`config.mk`:
```
export PLATFORM = sky130hd
export DESIGN_NAME = pipe_fetch_ctrl
export DESIGN_NICKNAME = d
export VERILOG_FILES = /design/src/rtl/pipe_fetch_ctrl.sv
export SDC_FILE = /design/constraint.sdc
export NUM_CORES = 1
export LEC_CHECK = 0
export BUFFER_PORTS_ARGS = -buffer_cell sky130_fd_sc_hd__buf_2
export CORE_MARGIN = 8
export CORE_UTILIZATION = 48
export DETAILED_ROUTE_END_ITERATION = 6
export PLACE_DENSITY = 0.76
export SKIP_LAST_GASP = 1
export SLEW_MARGIN = 20
export SYNTH_ARGS = -nofsm -noshare
export SYNTH_HDL_FRONTEND = slang
export SYNTH_SLANG_ARGS = --single-unit
```
`constraint.sdc`:
```
create_clock -name clock -period 5.8 [get_ports clock]
set_clock_uncertainty 0.05 [all_clocks]
set_input_delay 0.58 -clock clock [delete_from_list [all_inputs] [get_ports clock]]
set_output_delay 0.58 -clock clock [all_outputs]
set_load 0.005 [all_outputs]
```
`src/rtl/pipe_fetch_ctrl.sv`:
```
`default_nettype none
// pipe_fetch_ctrl: IF stage and IF/ID register. Fetches over a req/ack imem
// handshake, squashes wrong-path fetches on redirects, skid-buffers one instruction.
module pipe_fetch_ctrl #(
  parameter logic [31:0] RESET_PC = 32'h0000_0000
) (
  input  logic        clock,
  input  logic        reset,
  input  logic [1:0]  pcsource,
  input  logic [31:0] bpc,
  input  logic [31:0] rpc,
  input  logic [31:0] jpc,
  input  logic        load_depen,
  output logic        imem_req,
  output logic [31:0] imem_addr,
  input  logic        imem_ack,
  input  logic [31:0] imem_rdata,
  output logic [31:0] pc,
  output logic [31:0] id_inst,
  output logic [31:0] id_pc4,
  output logic        id_valid
);

  typedef enum logic [1:0] {
    S_RST  = 2'd0,
    S_REQ  = 2'd1,
    S_FULL = 2'd2,
    S_DROP = 2'd3
  } state_t;

  state_t      state_q;
  logic [31:0] pc_q;
  logic [31:0] id_inst_q;
  logic [31:0] id_pc4_q;
  logic        id_valid_q;
  logic [31:0] buf_inst_q;
  logic [31:0] buf_pc4_q;
  logic [31:0] pend_q;

  logic        redirect;
  logic [31:0] target;
  logic [31:0] pc_plus4;

  assign pc_plus4 = pc_q + 32'd4;
  // A stalled ID (load_depen=0) still holds the branch, so it cannot redirect yet.
  assign redirect = id_valid_q & load_depen & (pcsource != 2'b00);

  always_comb begin
    case (pcsource)
      2'b01:   target = bpc;
      2'b10:   target = rpc;
      2'b11:   target = jpc;
      default: target = pc_plus4;
    endcase
  end

  always_ff @(posedge clock or posedge reset) begin
    if (reset) begin
      state_q    <= S_RST;
      pc_q       <= RESET_PC;
      id_inst_q  <= 32'd0;
      id_pc4_q   <= 32'd0;
      id_valid_q <= 1'b0;
      buf_inst_q <= 32'd0;
      buf_pc4_q  <= 32'd0;
      pend_q     <= 32'd0;
    end else begin
      case (state_q)
        S_RST: begin
          state_q    <= S_REQ;
          id_valid_q <= 1'b0;
        end
        S_REQ: begin
          if (imem_ack) begin
            if (redirect) begin
              pc_q       <= target;
              id_valid_q <= 1'b0;
            end else if (load_depen) begin
              id_inst_q  <= imem_rdata;
              id_pc4_q   <= pc_plus4;
              id_valid_q <= 1'b1;
              pc_q       <= pc_plus4;
            end else begin
              buf_inst_q <= imem_rdata;
              buf_pc4_q  <= pc_plus4;
              pc_q       <= pc_plus4;
              state_q    <= S_FULL;
            end
          end else if (redirect) begin
            // Address must stay put until the in-flight request is acked.
            pend_q     <= target;
            id_valid_q <= 1'b0;
            state_q    <= S_DROP;
          end else if (load_depen) begin
            id_valid_q <= 1'b0;
          end
        end
        S_FULL: begin
          if (redirect) begin
            pc_q       <= target;
            id_valid_q <= 1'b0;
            state_q    <= S_REQ;
          end else if (load_depen) begin
            id_inst_q  <= buf_inst_q;
            id_pc4_q   <= buf_pc4_q;
            id_valid_q <= 1'b1;
            state_q    <= S_REQ;
          end
        end
        S_DROP: begin
          id_valid_q <= 1'b0;
          if (imem_ack) begin
            pc_q    <= pend_q;
            state_q <= S_REQ;
          end
        end
        default: state_q <= S_RST;
      endcase
    end
  end

  assign imem_req  = (state_q == S_REQ) || (state_q == S_DROP);
  assign imem_addr = pc_q;
  assign pc        = pc_q;
  assign id_inst   = id_inst_q;
  assign id_pc4    = id_pc4_q;
  assign id_valid  = id_valid_q;

endmodule
`default_nettype wire

```
Word level (Yosys, flattened, before mapping) --
Index checks and enable logic that the tools add are counted.
Operators by class: $add $sub $neg 1, eq/ne operators 18, reduce and logical (&&, ||, !) cells 11, multiply operators 0, div/mod/pow operators 0, magnitude comparators 0, bitwise gates (word level) 5, shift-type cells 0, mux-type cells 32
Operators by type and width (number):
- $mux W32 | 14
- $pmux W32 S3 | 2
- $pmux W32 S2 | 2
- $add A32 B3 Y32 const B | 1
- $mux W2 | 7
- $ne A2 B2 Y1 const B | 7
- $ne A3 B3 Y1 const B | 4
- $eq A2 B2 Y1 const B | 4
- $pmux W2 S4 | 1
- $reduce_and A4 Y1 | 2
- $reduce_and A6 Y1 | 1
- $mux W1 | 5
- $reduce_and A5 Y1 | 1
- $eq A2 B1 Y1 const B | 2
- $ne A4 B4 Y1 const B | 1
- $reduce_bool A2 Y1 | 2
- $not A1 Y1 | 3
- $pmux W1 S3 | 1
- $reduce_and A3 Y1 | 1
- $reduce_bool A3 Y1 | 1
- $and A1 B1 Y1 | 2
- $logic_not A2 Y1 | 1
- $reduce_or A2 Y1 | 1
- $logic_or A1 B1 Y1 | 1
Storage, ports and cells: RAM bits 0, bits of input ports 134, memories 0, logic and storage cells 75, output and inout port bits 130, register bits after elaboration 195, memory bits (read-only) 0, latch bits 0

Depth between registers and ports, before layout --
depth after elaboration 5, mapped depth 10, mapped depth without buffers 7

Worst setup path after synthesis --
OpenSTA, ideal clock, no wires.
path kind reg-to-reg, start register pc_q[2], in the netlist imem_addr[2], end register pc_q[26], in the netlist imem_addr[26], setup slack 3.304 ns, stages on the path, launching flop included 9, period minus slack after synthesis 2.496 ns, arrival 2.320 ns, path buffers 1, cells stage by stage dfrtp_1 ha_1 and4_1 buf_2 nand4_1 nor3_1 xor2_1 mux4_2 a221o_1
Between the ends: cells in the longest elaborated chain, start to end 5
RTL lines:
- start, declared | RTL line 32 | logic [31:0] pc_q;
- start signal, assigned | RTL line 76 | pc_q <= target;
- start signal, assigned | RTL line 82 | pc_q <= pc_plus4;
- start signal, assigned | RTL line 86 | pc_q <= pc_plus4;
- $add A32 B3 Y32 * | RTL line 44 | assign pc_plus4 = pc_q + 32'd4;
- $pmux W32 S3 | RTL line 49 | case (pcsource)
- $mux W32 | RTL line 75 | if (redirect) begin
- $mux W32 | RTL line 74 | if (imem_ack) begin
- $pmux W32 S3 * | RTL line 68 | case (state_q)
Mark *: on every way between the ends. The rest lies on a longest branch, timed or not. The select of a mux whose other input is x is not followed. A chain may end at the register's enable or synchronous reset.

Final worst setup path --
start input pcsource[0], end register pc_q[29], in the netlist imem_addr[29]
Between the ends: cells in the longest elaborated chain, start to end 5
RTL lines:
- start, declared | RTL line 9 | input logic [1:0] pcsource,
- $eq A2 B2 Y1, or another cell as far along | RTL line 49
- $pmux W32 S3 or $and A1 B1 Y1 (tied branches) | RTL line 49, 46
- $mux W32 | RTL line 75
- $mux W32 | RTL line 74
- $pmux W32 S3 | RTL line 68
Several ways; a longest one is shown, not always the timed one. The select of a mux whose other input is x is not followed.

==> qor.csv <==
stage,metric,value,unit
status,status,"complete, no violations",
clocking,cts_hold_buffers,0,
critical_path,worstSetupStartpointType,input pin,
die,die_area,0.0262,sq mm
clocking,clk_pin_slew,80,ps
die,coreArea,0.0210,sq mm
route,via_per_inst,5.79,
power_and_ir_drop,leakagePower,5.47,nW
clocking,cts_tree,yes,
synth,synth_cell_type_count,61,
route,drt-total-wl,32100,um
clocking,cts_setup_buffers,0,
grt,first_global_vias,8773,
clocking,root_buffer,clkbuf_16,
synth,ys_seq_elements,195,
grt,grt_overflow,0,
clocking,ctsResizeCount,0,
final_layout,area_growth,17.8,%
final_layout,drive_gt1_share,30.7,%
critical_path,crit_type,in -> reg,
power_and_ir_drop,power_frac_clock,21.1,%
critical_path,cp_cell_sequence,buf_2 > o211ai_2 > nand2b_1 > nand2_1 > o22ai_1 > nand2_1 > o211ai_1,
route,drt_iter0_markers,990,
clocking,numCtsBuffers,17,
grt,grtUsageTotal,24.2,%
die,start_util,48.8,%
synth,avgSynthCellArea,9.32,sq um
die,rows,53,
route,ant_nets,0,
place,placed_cell_area,0.0114,sq mm
synth,async_reset_ff_share,100,%
power_and_ir_drop,swShare,39.3,%
critical_path,slowest_stage,nand2b_1,
grt,grt_antenna_before_repair,6,
critical_path,timing.rr.end,imem_addr[26],
clocking,clock-sinks,195,
route,avgRoutedWirePerCell,20.5,um
clocking,htreeDepth,4,
synth,synthCells,1097,
critical_path,cpLargestDelayFamily,simple AND/OR/NAND/NOR gates,
synth,yosys.area.top_type,dfrtp_1,
synth,yosysSeqAreaShare,47.7,%
synth,synth-edff-count,0,
synth,synth.top_cell.area_share,47.7,%
sta,relSlewSlack,26.4,%
critical_path,crit_path_max_incr_delay,850,ps
critical_path,r2r_start,imem_addr[2],
final_layout,fin_nets,1412,
sta,final_max_slew_viol_count,0,
sta,setup_viol,0,
die,die_width,162,um
flow_run,maxCapViolations,0,
route,dr.pass1.iters,6,
power_and_ir_drop,p_sw,2.32,mW
critical_path,worstPathArrival,3700,ps
clocking,clock_latency,430,ps
critical_path,worst-endpoint-required,6090,ps
power_and_ir_drop,power.density,491,mW/mm^2
critical_path,reg2reg_slack,2690,ps
final_layout,stdcell_area,0.0121,sq mm
critical_path,critPathMaxFanout,34,
die,fp.dieH,162,um
place,dpl.hpwl,23100,um
grt,grt_max_degree,85,
critical_path,cp.buffers_inverters,1,
hold_path,hold_path.class,in -> async,
route,drc_errors,0,
critical_path,ff2ff_path_depth,7,
sta,hold_violations,0,
power_and_ir_drop,ir_drop,211,uV
synth,syn_nets,1232,
place,gp_congestion,0.883,
die,num_io_pins,264,
synth,yosys-top-cells-area,"dfrtp_1 (48%), nand2_1 (7.1%), mux2_2 (5.8%), nor2_1 (4.4%), a21oi_1 (3.7%)",
sta,rsz0062_at_grt,false,
clocking,clockBufferDepth,2,
sta,fmax,293,MHz
place,port_buffers,263,
synth,yosysWarningCount,0,
sta,min_period,3410,ps
power_and_ir_drop,p_int,3.59,mW
final_layout,nFillCells,1903,
sta,fin_crit_sh,58.7,%
critical_path,end_kind,register,
sta,tightest_slew,1100,ps
synth,synthesis.area,0.0102,sq mm
sta,fin_tns_setup,0,ps
power_and_ir_drop,power_frac_seq,43.5,%
route,vias,9099,
critical_path,path_common_cell,nand2_1,
synth,synth_ff_type,dfrtp_1,
grt,grt_pass1_wl,49900,um
power_and_ir_drop,pwr-share-comb,35.5,%
-- area by class of cell --
| class | instances | area, sq um | share of cell area (%) |
|---|---|---|---|
| Sequential cell | 195 | 4880 | 40.5 |
| Multi-Input combinational cell | 779 | 4750 | 39.4 |
| Timing Repair Buffer | 276 | 1410 | 11.7 |
| Clock buffer | 17 | 425 | 3.53 |
| Tap cell | 275 | 344 | 2.86 |
| Clock inverter | 15 | 190 | 1.58 |
| Inverter | 8 | 33.8 | 0.280 |
| Antenna cell | 6 | 15.0 | 0.125 |
-- cells in the mapped netlist, drive strengths merged (3+ instances only) --
library cell  count
and4              6
a221oi            7
xnor2            16
mux2             53
inv               7
o22ai             5
nor4              7
o21a              9
a21o              4
o221ai            9
mux4             11
nand4            13
a31oi            37
mux2i            22
nand2           193
o211ai           12
and2              5
a22oi             4
dfrtp           195
or3               3
nor2            119
nand2b            8
xor2             12
nor3             14
and3              9
clkbuf           58
o21ai            72
buf              57
a21oi            75
o22a              3
nand3            20
a221o            11
-- flip-flops by register name (all words and copies together) (netlist names) --
name / count
state_q: 2
id_inst: 32
buf_pc4_q: 32
imem_addr: 32
id_valid: 1
buf_inst_q: 32
pend_q: 32
id_pc4: 32
-- per-layer routing --
layer	part of all wire (%)	vias up	GRT usage, %
met2	47	415	37.4
met4	2.9	0	9.05
met1	41	4409	32.6
met5	0	-	0
li1	-	4204	-
met3	8.4	71	5.47
-- through the flow --
step	worst slack [ps]	power, mW	cells	hold slack [ps]	utilization [%]
after floorplan	2650	3.83	1097	389	-
after global placement	2030	4.59	1533	404	54.5
after detailed placement	1980	4.68	1533	410	54.5
after CTS	2440	5.92	1565	122	57.4
after global routing	2090	6.29	1571	144	57.5
final	2390	5.91	1571	114	57.5
-- kinds of logic (layout without fill, tap and decap cells) --
kind of cell,count (synthesis),count (layout),synth area share [%]
xor gates and xnor gates,28,28,2.40
other,0,6,0
AOI/OAI and AO/OA,263,263,16.0
muxes,86,86,10.4
DFF,195,195,47.7
adders and majority gates,1,1,0.122
buffers and inverters,123,316,6.09
and+or+nand+nor,401,401,17.3
-- worst max-delay path by stage --
| stage | start | endpoint | slack [ps] | cells past startpoint |
|---|---|---|---|---|
| final | pcsource[0] | imem_addr[29] | 2390 | 7 |
| after global routing | pcsource[0] | imem_addr[17] | 2090 | 7 |
| after CTS | pcsource[0] | imem_addr[17] | 2440 | 7 |
| after detailed placement | pcsource[0] | imem_addr[17] | 1980 | 7 |
| after global placement | pcsource[0] | imem_addr[17] | 2030 | 7 |
| after floorplan | reset | buf_inst_q[0] | 2650 | 1 |
-- cells in the final DEF, fill, tap and decap left out, drive strengths merged, types with 3 or more instances in the layout --
cell type    n
nand2b       8
a21oi       75
xnor2       16
nand4       13
mux4        11
a31oi       37
nor2       119
buf        276
nor3        14
o221ai       9
o21a         9
dfrtp      195
a22oi        4
and4         6
clkinv       7
nand2      193
inv         13
and2         5
o22ai        5
diode        6
nand3       20
o21ai       72
a221o       11
a21o         4
mux2i       22
clkbuf      17
o211ai      12
xor2        12
or3          3
nor4         7
a221oi       7
o22a         3
and3         9
mux2        53
-- power groups by stage --
stage / Combinational, mW / Clock [mW] / Sequential [mW]
floorplan: 1.42 / 0 / 2.41
global placement: 2.04 / 0 / 2.55
detailed placement: 2.10 / 0 / 2.58
CTS: 2.11 / 1.25 / 2.56
global route: 2.33 / 1.30 / 2.66
finish: 2.10 / 1.25 / 2.57
Note: power is estimated with default switching activity, not from simulation.
